## src/rtl/dmem_ctrl_pkg.sv

```systemverilog
// dmem_ctrl_pkg: size encodings, FSM states and request legality shared by the data-memory controller.
package dmem_ctrl_pkg;
  typedef enum logic [2:0] {SZ_W = 3'b000, SZ_H = 3'b001, SZ_B = 3'b010, SZ_HU = 3'b011, SZ_BU = 3'b100} size_e;
  typedef enum logic [1:0] {IDLE, WAIT, RESP} state_e;
  localparam int LANES = 4;
  function automatic logic illegal_req(input logic rd, input logic wr, input logic [2:0] sel, input logic [1:0] off);
    return (rd && wr) || (rd && sel > 3'b100) || (wr && sel > 3'b010) ||
           (sel == SZ_W && off != 2'b00) || ((sel == SZ_H || sel == SZ_HU) && off[0]);
  endfunction
endpackage

```

## src/rtl/dmem_ctrl_lane.sv

```systemverilog
// dmem_lane: store lane replication/strobes and load right-align/zero-mask keyed by size and byte offset.
module dmem_lane
  import dmem_ctrl_pkg::*;
#(
  parameter int n = 32
) (
  input  logic [2:0]       sel,
  input  logic [1:0]       off,
  input  logic [n-1:0]     wdata,
  input  logic [n-1:0]     rdata,
  output logic [n-1:0]     lane_wdata,
  output logic [n-1:0]     lane_rdata,
  output logic [LANES-1:0] lane_wstrb
);
  logic [n-1:0] shifted;
  always_comb begin
    shifted    = rdata >> {off, 3'b000};
    lane_rdata = (sel == SZ_B || sel == SZ_BU) ? (shifted & n'(8'hFF)) :
                 (sel == SZ_H || sel == SZ_HU) ? (shifted & n'(16'hFFFF)) : shifted;
    lane_wdata = sel == SZ_B ? {(n/8){wdata[7:0]}} : sel == SZ_H ? {(n/16){wdata[15:0]}} : wdata;
    lane_wstrb = sel == SZ_B ? 4'b0001 << off : sel == SZ_H ? 4'b0011 << off : 4'b1111;
  end
endmodule

```

## src/rtl/dmem_ctrl.sv

```systemverilog
// dmem_ctrl: MEM-stage load/store controller running a req/ready handshake with timeout and fault reporting.
module dmem_ctrl
  import dmem_ctrl_pkg::*;
#(
  parameter int n       = 32,
  parameter int TIMEOUT = 255,
  parameter int TW      = 8
) (
  input  logic             clk,
  input  logic             rst,
  input  logic             MemRead,
  input  logic             MemWrite,
  input  logic [2:0]       Memsel,
  input  logic [n-1:0]     Addr,
  input  logic [n-1:0]     DataW,
  output logic [n-1:0]     DataR,
  output logic             Stall,
  output logic             Fault,
  output logic             mem_req,
  output logic             mem_we,
  output logic [n-1:0]     mem_addr,
  output logic [n-1:0]     mem_wdata,
  output logic [LANES-1:0] mem_wstrb,
  input  logic [n-1:0]     mem_rdata,
  input  logic             mem_ready
);
  state_e state, state_nx;
  logic [TW-1:0] cnt;
  logic [n-1:0] lane_wdata, lane_rdata;
  logic [LANES-1:0] lane_wstrb;
  logic req, bad, last;
  assign req  = MemRead | MemWrite;
  assign bad  = illegal_req(MemRead, MemWrite, Memsel, Addr[1:0]);
  assign last = cnt == TW'(TIMEOUT - 1);
  dmem_lane #(.n(n)) u_lane (
    .sel(Memsel), .off(Addr[1:0]), .wdata(DataW), .rdata(mem_rdata),
    .lane_wdata(lane_wdata), .lane_rdata(lane_rdata), .lane_wstrb(lane_wstrb)
  );
  always_comb begin
    state_nx = state == IDLE ? (req ? (bad ? RESP : WAIT) : IDLE) :
               state == WAIT ? ((mem_ready || last) ? RESP : WAIT) : IDLE;
    Stall    = state == WAIT || (state == IDLE && req);
  end
  // Request inputs are held stable while stalled, so the live Memsel/Addr still describe the load on completion.
  always_ff @(posedge clk) begin
    if (rst) begin
      state     <= IDLE;
      cnt       <= '0;
      Fault     <= 1'b0;
      mem_req   <= 1'b0;
      mem_we    <= 1'b0;
      mem_addr  <= '0;
      mem_wdata <= '0;
      mem_wstrb <= '0;
      DataR     <= '0;
    end else begin
      state <= state_nx;
      Fault <= 1'b0;
      if (state == IDLE && req) begin
        Fault <= bad;
        if (!bad) begin
          mem_req   <= 1'b1;
          mem_we    <= MemWrite;
          mem_addr  <= {Addr[n-1:2], 2'b00};
          mem_wdata <= lane_wdata;
          mem_wstrb <= lane_wstrb;
        end
      end
      if (state == WAIT) begin
        cnt <= cnt + 1'b1;
        if (mem_ready || last) mem_req <= 1'b0;
        if (mem_ready && !mem_we) DataR <= lane_rdata;
        if (!mem_ready && last) Fault <= 1'b1;
      end
      if (state == RESP) cnt <= '0;
    end
  end
endmodule

```

## config.mk

```make
export PLATFORM = sky130hd
export DESIGN_NAME = dmem_ctrl
export DESIGN_NICKNAME = d
export VERILOG_FILES = /design/src/rtl/dmem_ctrl_pkg.sv /design/src/rtl/dmem_ctrl_lane.sv /design/src/rtl/dmem_ctrl.sv
export SDC_FILE = /design/constraint.sdc
export NUM_CORES = 1
export LEC_CHECK = 0
export CAP_MARGIN = 30
export CORE_MARGIN = 2
export CORE_UTILIZATION = 30
export CTS_CLUSTER_DIAMETER = 100
export DETAILED_ROUTE_END_ITERATION = 7
export GPL_ROUTABILITY_DRIVEN = 1
export GPL_TIMING_DRIVEN = 0
export PLACE_DENSITY = 0.61
export SLEW_MARGIN = 20
export SYNTH_ARGS = -nofsm -noshare
export SYNTH_HDL_FRONTEND = slang
export SYNTH_SLANG_ARGS = --single-unit
```

## constraint.sdc

```tcl
create_clock -name clk -period 2.7 [get_ports clk]
set_input_delay 0.54 -clock clk [delete_from_list [all_inputs] [get_ports clk]]
set_output_delay 0.54 -clock clk [all_outputs]
set_load 0.05 [all_outputs]
```

; ---- After elaboration in Yosys (flattened, before gate mapping)
; Index checks and enable logic that the tools add are counted.
[totals]
output_inout_bits = 104
wordCells = 66
reg_bits = 111
in_bits = 104
[classes]
shifts = 3
order_cmp = 2
muxes = 18
addsub = 1
reduce_logical = 24
bitwise = 2
eq_ne = 7
[op_table]
columns = op, n
row1 = 2-to-1 mux 32 bit, 4
row2 = >> shifter 32 x 5 -> 32 bit, 1
row3 = 2-to-1 mux 2 bit, 5
row4 = "adder 8 x 1 -> 8 bit, second input constant", 1
row5 = "== test 8 bit, second input constant", 1
row6 = logical AND 1 bit, 8
row7 = logical OR 1 bit, 8
row8 = 2-to-1 mux 4 bit, 2
row9 = 2-to-1 mux 1 bit, 7
row10 = "== test 3 x 2 -> 1 bit, second input constant", 2
row11 = AND reduction 2 bit, 2
row12 = "<< shifter 1 x 2 -> 4 bit, first input constant", 1
row13 = "<< shifter 2 x 2 -> 4 bit, first input constant", 1
row14 = "== test 3 x 1 -> 1 bit, second input constant", 1
row15 = "== test 3 bit, second input constant", 1
row16 = "greater-than comparator 3 x 2 -> 1 bit, second input constant", 1
row17 = "greater-than comparator 3 bit, second input constant", 1
row18 = zero test 3 bit, 1
row19 = "== test 2 x 1 -> 1 bit, second input constant", 1
row20 = "== test 2 bit, second input constant", 1
row21 = zero test 1 bit, 2
row22 = zero test 2 bit, 1
row23 = nonzero test 2 bit, 1
row24 = OR reduction 2 bit, 1
row25 = other kinds (2), 2

; ---- Depth between registers and ports, before layout
; Gate-level depths: netlist of run 1.
[depth]
ltp_word = 10
mapped_depth = 10
depth_no_buf = 6

; ---- Modules after synthesis
; From an unflattened synthesis of run 1, not the netlist that was laid out.
[hier_totals]
hier_cells = 683
hier_area_um2 = 5848.1
[by_module_without_submodules]
columns = mod, cells_per_inst, area_each_um2, n_inst
row1 = dmem_ctrl, 522, 4639.4, 1
row2 = dmem_lane, 161, 1208.7, 1

; ---- Worst setup path before layout of run 1
; Ideal clock, no wire load.
[synth_path]
path_kind = input to register
from = input port Addr[1]
to = register mem_wdata[21]
path_slack_ps = 199
required_ps = 2565
path_buffers = 3
t_arrival_ps = 2366
cell_stages = 9
cell_sequence = buf_2 > clkinv_1 > clkbuf_1 > ha_1 > nor4_1 > a31oi_1 > nand3_1 > clkbuf_1 > o21ai_0
[synth_between]
elab_chain_len = 6
[synth_lines]
columns = item, line_no
row1 = start: declaration, dmem_ctrl.sv:14  ; input logic [n-1:0] Addr,
row2 = nonzero test 2 bit, dmem_ctrl_pkg.sv:8  ; (sel == SZ_W && off != 2'b00) || ((sel == SZ_H || sel == SZ_HU) && off[0]);
row3 = logical AND 1 bit, dmem_ctrl_pkg.sv:8
row4 = logical OR 1 bit, dmem_ctrl_pkg.sv:7  ; return (rd && wr) || (rd && sel > 3'b100) || (wr && sel > 3'b010) ||
row5 = logical OR 1 bit, dmem_ctrl_pkg.sv:8
row6 = NOT 1 bit (no line), -
row7 = AND reduction 2 bit (no line), -
row8 = end signal: assignment, dmem_ctrl.sv:65  ; mem_wdata <= lane_wdata;
row9 = end: declaration, dmem_ctrl.sv:22  ; output logic [n-1:0] mem_wdata,
; No other way between the ends.
; A chain may end at the register's enable or synchronous reset.

; ---- Worst setup path after layout of run 1
[layout_path]
from = input port Addr[0]
to = register Fault
[layout_between]
elab_chain_len = 7
word_cells_on_any_way = 8
classes_between = 3 x mux / 5 x reduce/logical
[layout_lines]
columns = item, line_no
row1 = nonzero test 2 bit, dmem_ctrl_pkg.sv:8
row2 = logical AND 1 bit, dmem_ctrl_pkg.sv:8
row3 = logical OR 1 bit, dmem_ctrl_pkg.sv:7
row4 = logical OR 1 bit (*), dmem_ctrl_pkg.sv:8
row5 = 2-to-1 mux 1 bit (*), dmem_ctrl.sv:59  ; if (state == IDLE && req) begin
row6 = 2-to-1 mux 1 bit, dmem_ctrl.sv:73  ; if (!mem_ready && last) Fault <= 1'b1;
row7 = 2-to-1 mux 1 bit (*), dmem_ctrl.sv:69  ; if (state == WAIT) begin
row8 = end signal: assignment, dmem_ctrl.sv:58  ; Fault <= 1'b0;
row9 = end signal: assignment, dmem_ctrl.sv:60  ; Fault <= bad;
row10 = end signal: assignment, dmem_ctrl.sv:73
row11 = end: declaration, dmem_ctrl.sv:18  ; output logic Fault,
; Mark *: on every way between the ends. The rest lies on a longest branch, timed or not.

==> key figures, run 1 <==
STA
  • Worst slew pin tran: 773 ps
  • Fin crit share: 94.6%
  • Final Critical Period: 2550 ps
  • Fin Setup TNS: 0 ps
  • Hold_ws: 456 ps
  • Final hold viol count: 0
  • Normalized max-slew margin: 48.5%
  • Clock skew: 8.01 ps
  • Final WS setup: 145 ps
  • Peak Freq: 0.391 GHz
  • Final setup violation count: 0
  • Fin. max-slew vios: 0
  • Unrepaired setup endpoints after global routing: no

Synthesis
  • Syn_area_per_cell: 9.07 µm²
  • Number of flops mapped to enable cells by yosys: 0
  • Synth unique cells: 50
  • Post-Synthesis Cells: 580
  • Seq/Total Area, Yosys: 42.2%
  • Top FF cell, synth: dfxtp_1
  • Synthesized area: 5260 µm²
  • Seq cells post-synth: 111
  • Post-synthesis async set-or-reset flop share: 0%
  • Syn. warnings: 0

Layout
  • Most frequent cells in the layout: 201 x clkdlybuf4s50_1, 111 x dfxtp_1, 51 x a21oi_1
  • Commonest non-fill, non-tap cell in the layout: clkdlybuf4s50_1
  • Final #Nets: 905
  • Layout cells sized above 1: 7.25%
  • Register area: 2220 µm²
  • Area of the multi-input gates: 2740 µm²
  • Post-route cell area: 7910 µm²
  • Fill count: 1677
  • Area Growth Syn to Fin: 50.3%

Global route
  • Pin count of the biggest net entering global routing: 20
  • Gr usage total: 20.6%
  • Initial antenna violation count: 2
  • Vias in the first global route: 5233
  • Total grt overflow: 0
  • First-pass GRT wire length: 29.2 mm

Hold path
  • HP Class: flip-flop to flip-flop

Floorplan
  • Die area: 18600 µm²
  • Die Width: 136 µm
  • I/O pins: 208
  • Total core area: 17200 µm²
  • Initial Util: 30.5%
  • Die H: 136 µm
  • Rows: 48

Pwr
  • Sw frac: 35.3%
  • Combinational Power Share: 31.8%
  • Pwr Total: 4.51 mW
  • Clock share of power: 27.9%
  • Internal power: 2.92 mW
  • LEAKAGE: 2.76 nW
  • IR drop worst, VDD: 0.319 mV
  • Power Dens Cells: 571 nW/µm²
  • Sequential power share: 40.3%
  • Switching power: 1.59 mW

Critical path
  • Crit path kind: input port to flip-flop
  • Setup crit end kind: flip-flop
  • Startpoint types: input port
  • Arr. time, crit path: 2790 ps
  • Largest fanout on the critical path: 10
  • Worst Path Required: 2940 ps

Clock tree
  • Clock Tree Buf Depth: 2
  • Number of clock sinks: 111
  • Root buffer cell: clkbuf_16
  • Cts bufs inserted: 9
  • Latest clock arrival within the worst-skew pair: 350 ps
  • Worst-path clk slew: 70 ps
  • CTS tree: built
  • H-tree depth: 3

Routing
  • Initial DRC Count: 307
  • Residual DRC: 0
  • DRT Pass-1 Iters: 7
  • Via count: 5467
  • Antenna-violating nets left: 0
  • Vias/cell: 5.32
  • DR WL/cell: 19.0 µm
  • Final wirelength: 19.6 mm

Placed design
  • Place WS: -1400 ps
  • Placer congestion estimate: 0.812
  • Placed cell areas: 7590 µm²
  • Final HPWL DP: 14.5 mm
  • Port buffer count: 203

Flow run
  • Max Cap Viol: 0

Status
  • Status: completed
[final timing paths]
check	cells past startpoint	endpoint	from	slack (ps)
worst max-delay path	10	Fault$_SDFF_PP0_	Addr[0]	150
worst min register to register	2	DataR[3]$_SDFFE_PP0P_	DataR[3]$_SDFFE_PP0P_	460
worst max register to register	6	mem_wdata[3]$_SDFFE_PP0P_	state[0]$_SDFF_PP0_	560
worst min-delay path	2	DataR[3]$_SDFFE_PP0P_	DataR[3]$_SDFFE_PP0P_	460
[synth_stat cells, types with 2 or more instances]
library cell	number	area [µm²]
dfxtp_1	111	2220
a21oi_1	51	255
clkbuf_1	45	169
nand4_1	42	263
o31ai_1	39	293
mux2i_1	32	320
nor2_1	29	109
nand2_1	21	78.8
buf_2	20	100
o21ai_0	18	90.1
a22oi_1	16	120
o311ai_0	16	140
a211oi_1	14	105
a31oi_1	13	81.3
o22a_1	11	96.3
o22ai_1	9	56.3
a22o_1	8	70.1
mux2_2	8	90.1
o211ai_1	8	60.1
o2bb2ai_1	8	70.1
inv_1	7	26.3
xor2_1	7	61.3
ha_1	6	75.1
nand3_1	4	20.0
nor3_1	4	20.0
nand2b_1	3	18.8
buf_4	2	15.0
buf_6	2	22.5
nor2_2	2	12.5
nor2b_1	2	12.5
nor4_1	2	12.5
o21a_1	2	15.0
[layer usage]
metal	track usage, %	vias up	share of wire (%)
li1	-	2664	-
met1	28.2	2564	46
met2	31.0	205	45
met3	4.18	34	6.4
met4	9.38	0	3.1
met5	0	-	0
[kinds of logic (layout without fill, tap and decap cells)]
group	count (synthesis)	count (layout)	synth area share (%)
xor+xnor	8	8	1.33
simple gates	118	118	12.0
flops	111	111	42.2
fa+ha+maj	6	6	1.43
compound gates	219	219	28.8
buf+inv	77	296	6.40
mux	40	40	7.80
other cells	1	4	0.0713
[power by group through the flow]
stage / clock [mW] / combinational [mW] / sequential [mW]
4_1_cts: 1.29 / 1.43 / 1.82
3_5_place_dp: 0 / 1.42 / 1.85
6_report: 1.26 / 1.43 / 1.82
3_3_place_gp: 0 / 1.42 / 1.85
2_1_floorplan: 0 / 0.484 / 2.21
5_1_grt: 1.36 / 1.52 / 1.83
[layout make-up]
type / count / area share [%]
Sequential cell: 111 / 28.1
Inverter: 8 / 0.443
Buffer: 68 / 4.02
Clock inverter: 3 / 0.237
Clock buffer: 13 / 3.16
Tap cell: 225 / 3.56
Antenna cell: 2 / 0.0633
Timing Repair Buffer: 204 / 25.8
Multi-Input combinational cell: 393 / 34.7
[state kept, by name (all words and copies together), names as in the netlist]
signal / count
mem_addr: 30
mem_wdata: 32
cnt: 8
mem_wstrb: 4
mem_req: 1
state: 2
Fault: 1
DataR: 32
mem_we: 1
[stage by stage]
step	cells	utilization [%]
2_1_floorplan	581	-
3_3_place_gp	1009	44.0
3_5_place_dp	1010	44.0
4_1_cts	1025	45.8
5_1_grt	1027	45.9
6_report	1027	45.9
[critical path, cell delays in order]
cell             delay [ps]
clkdlybuf4s50_1         510
clkbuf_4                250
inv_1                   100
ha_1                    250
nor4_4                  230
a31o_2                  200
clkbuf_4                210
clkbuf_4                230
o21ai_1                 140
o41ai_1                 120
[timing repair]
item	CTS	global route
hold endpoints to repair	0	0
gates resized for setup	13	4
endpoints found under the setup margin	72	51
setup buffers	0	0
hold buffers	0	0
Power figures use the tool's default switching activity.
==> run 2: changes to the inputs <==
- PLACE_DENSITY: 0.61 -> 0.59
- SYNTH_HIERARCHICAL: not set -> 1
==> key figures, run 2 <==
Status
  • Status: completed

Critical path
  • R2r endpoint: mem_wstrb[3]$_SDFFE_PP0P_
  • Crit path from: Memsel[0]
  • R2r worst-path depth: 6 (unchanged)
  • Setup crit end kind: flip-flop
  • Crit path kind: input port to flip-flop
  • FF-to-FF Start: state[1]$_SDFF_PP0_
  • Worst Path Required: 2950 ps (about the same)
  • Flop2flop setup slack: 640 ps (+80 ps)
  • Largest fanout on the critical path: 10 (unchanged)
  • Arr. time, crit path: 2810 ps (+20 ps)
  • Startpoint types: input port
  • Crit path to: mem_addr[27]$_SDFFE_PP0P_

Synthesis
  • Seq cells post-synth: 111 (unchanged)
  • Synth unique cells: 52 (+4.0%)
  • Top FF cell, synth: dfxtp_1
  • Post-synthesis async set-or-reset flop share: 0% (unchanged)
  • Top cells by area, synth: dfxtp_1 38%, a311oi_1 9.0%, a31o_2 7.2%
  • Share of the synthesized area in the top cell type: 38.0% (-4.2 points)
  • Number of flops mapped to enable cells by yosys: 0 (unchanged)
  • Synth cell count leaders: 111 x dfxtp_1, 90 x nand2_1, 67 x inv_1, 60 x a311oi_1, 54 x a21oi_1
  • Synthesized area: 5850 µm² (+11%)
  • Seq/Total Area, Yosys: 38.0% (-4.2 points)
  • Syn_area_per_cell: 8.56 µm² (-5.6%)
  • Syn. warnings: 6 (+6)
  • Most frequent cell after synthesis: dfxtp_1
  • Post-Synthesis Cells: 683 (+18%)
  • Synth area leader: dfxtp_1

STA
  • Fin. max-slew vios: 0 (unchanged)
  • Fin crit share: 94.5% (-0.099 points)
  • Final setup violation count: 0 (unchanged)
  • Final Critical Period: 2550 ps (-2.67 ps)
  • Unrepaired setup endpoints after global routing: no
  • Normalized max-slew margin: 47.8% (-0.69 points)
  • Clock skew: 11.6 ps (+3.64 ps)
  • Final hold viol count: 0 (unchanged)
  • Peak Freq: 0.392 GHz (+0.10%)
  • Hold_ws: 455 ps (-0.686 ps)
  • Worst slew pin tran: 779 ps (+6.13 ps)
  • Fin Setup TNS: 0 ps (unchanged)

Layout
  • Commonest non-fill, non-tap cell in the layout: clkdlybuf4s50_1
  • Layout cells sized above 1: 12.8% (+5.6 points)
  • Most frequent cells in the layout: 203 x clkdlybuf4s50_1, 111 x dfxtp_1, 90 x nand2_1
  • Diode count: 0 (-2)
  • Layout Cells excl Fill: 1169 (+14%)
  • Final #Nets: 1009 (+11%)
  • Top Registers: DataR (32), mem_wdata (32), mem_addr (30)
  • Core Util, Final: 44.2% (-1.7 points)
  • Area Growth Syn to Fin: 45.6%

Floorplan
  • I/O pins: 208 (unchanged)
  • Die area: 20600 µm² (+11%)
  • Total core area: 19300 µm² (+12%)
  • Initial Util: 30.3% (-0.18 points)
  • Rows: 51 (+6.3%)
  • Die H: 144 µm (+5.3%)
  • Die Width: 144 µm (+5.3%)

Routing
  • Initial DRC Count: 268 (-13%)
  • Residual DRC: 0 (unchanged)
  • Final wirelength: 20.4 mm (+4.2%)
  • DR WL/cell: 17.4 µm (-8.4%)
  • DRT Pass-1 Iters: 5 (-2)
  • Top Metal Used: met5
  • Met3 Wirelength: 1.65 mm (+31%)
  • Antenna-violating nets left: 0 (unchanged)
  • Vias/cell: 4.96 (-6.8%)
  • Metal1 wirelength: 9.21 mm (+2.7%)
  • Routed wl met2: 9.30 mm (+6.5%)
  • Via count: 5802 (+6.1%)

Clock tree
  • Post-CTS sizing: 1 (-12)
  • Cts bufs inserted: 9 (unchanged)
  • Root buffer cell: clkbuf_16
  • Clock Tree Buf Depth: 2 (unchanged)
  • Latest clock arrival within the worst-skew pair: 350 ps (about the same)
  • Worst-path clk slew: 80 ps (about the same)
  • H-tree depth: 3 (unchanged)
  • Number of clock sinks: 111 (unchanged)
  • CTS tree: built
  • Post-CTS Setup Bufs: 0 (unchanged)
  • Cts hold-fix bufs: 0 (unchanged)

Global route
  • Pin count of the biggest net entering global routing: 20 (unchanged)
  • Gr usage total: 19.0% (-1.6 points)
  • Initial antenna violation count: 1 (-1)
  • First-pass GRT wire length: 30.3 mm (+3.6%)
  • Total grt overflow: 0 (unchanged)
  • Vias in the first global route: 5424 (+3.6%)

Hold path
  • HP Class: flip-flop to flip-flop

Pwr
  • Pwr Total: 4.57 mW (+1.2%)
  • Power Dens Cells: 536 nW/µm² (-6.0%)
  • IR drop worst, VDD: 0.277 mV (-13%)
  • LEAKAGE: 3.02 nW (+9.4%)

Placed design
  • Inst Count DP: 1153 (+14%)
  • Port buffer count: 204 (+0.49%)
  • Final HPWL DP: 15.2 mm (+4.5%)
  • Placer congestion estimate: 0.803 (-1.2%)

Flow run
  • Max Cap Viol: 0 (unchanged)
==> run 2: cell count changes in the layout (fill, tap and decap cells not counted), moves of 12 or more <==
cell,delta
inv_1,+60
nand4_1,-39
o21ai_0,-16
a31o_1,+12
nand2_1,+69
a31o_2,+47
o311ai_0,-16
a311oi_1,+60
o31ai_1,-39
a31oi_1,-12
==> run 2: critical path, cell delays in order <==
cell and delay [ps]:
clkdlybuf4s50_1 610, nand2b_1 240, a221o_1 310, buf_2 210, and3_1 200, clkbuf_2 150, buf_6 160, buf_6 160
a31o_1 210
==> run 2: worst min path at each step <==
stage                                           end  cells past startpoint                 startpoint
final                     mem_wstrb[0]$_SDFFE_PP0P_                      2  mem_wstrb[0]$_SDFFE_PP0P_
after global routing         DataR[13]$_SDFFE_PP0P_                      2     DataR[13]$_SDFFE_PP0P_
after CTS                    DataR[13]$_SDFFE_PP0P_                      2     DataR[13]$_SDFFE_PP0P_
after detailed placement     DataR[13]$_SDFFE_PP0P_                      2     DataR[13]$_SDFFE_PP0P_
after global placement       DataR[22]$_SDFFE_PP0P_                      2     DataR[22]$_SDFFE_PP0P_
after floorplan                 cnt[5]$_SDFFE_PP0P_                      2        cnt[5]$_SDFFE_PP0P_
==> run 2: per-layer routing <==
layer,vias up,global-route usage (%)
li1,2858,-
met1,2698,25.2
met2,228,31.2
met3,16,4.33
met4,2,4.80
met5,-,0
==> run 2: kinds of logic (layout without fill, tap and decap cells) <==
kind of cell / after synthesis / count (layout) / synth area share (%)
flip-flops: 111 / 111 / 38.0
other: 1 / 2 / 0.0641
AO/OA/AOI/OAI: 213 / 213 / 28.0
multiplexers: 39 / 39 / 7.66
adder cells (fa/ha/maj): 6 / 6 / 1.28
AND/OR/NAND/NOR: 160 / 160 / 12.9
buffers and inverters: 145 / 365 / 10.8
XOR/XNOR: 8 / 8 / 1.20
==> run 2: metrics by stage <==
step	area [µm²]	worst slack, ps
2_1_floorplan	5850	715
3_3_place_gp	8230	-225
3_5_place_dp	8230	-224
4_1_cts	8510	159
5_1_grt	8510	28.7
6_report	8510	148
==> run 2: layout make-up <==
class                      count  area [µm²]
buffer                        78         382
clock buffer                  10         239
clock inverter                 6        50.0
fill                        2002       10800
inverter                      67         251
multi-input combinational    428        3000
sequential                   111        2220
tap                          265         332
timing repair buffer         204        2040
==> run 2: report_power, final <==
part	switching (mW)	leakage [nW]	internal, mW
clock	0.665	0.141	0.667
sequential	0.0639	0.904	1.75
combinational	0.873	1.98	0.552
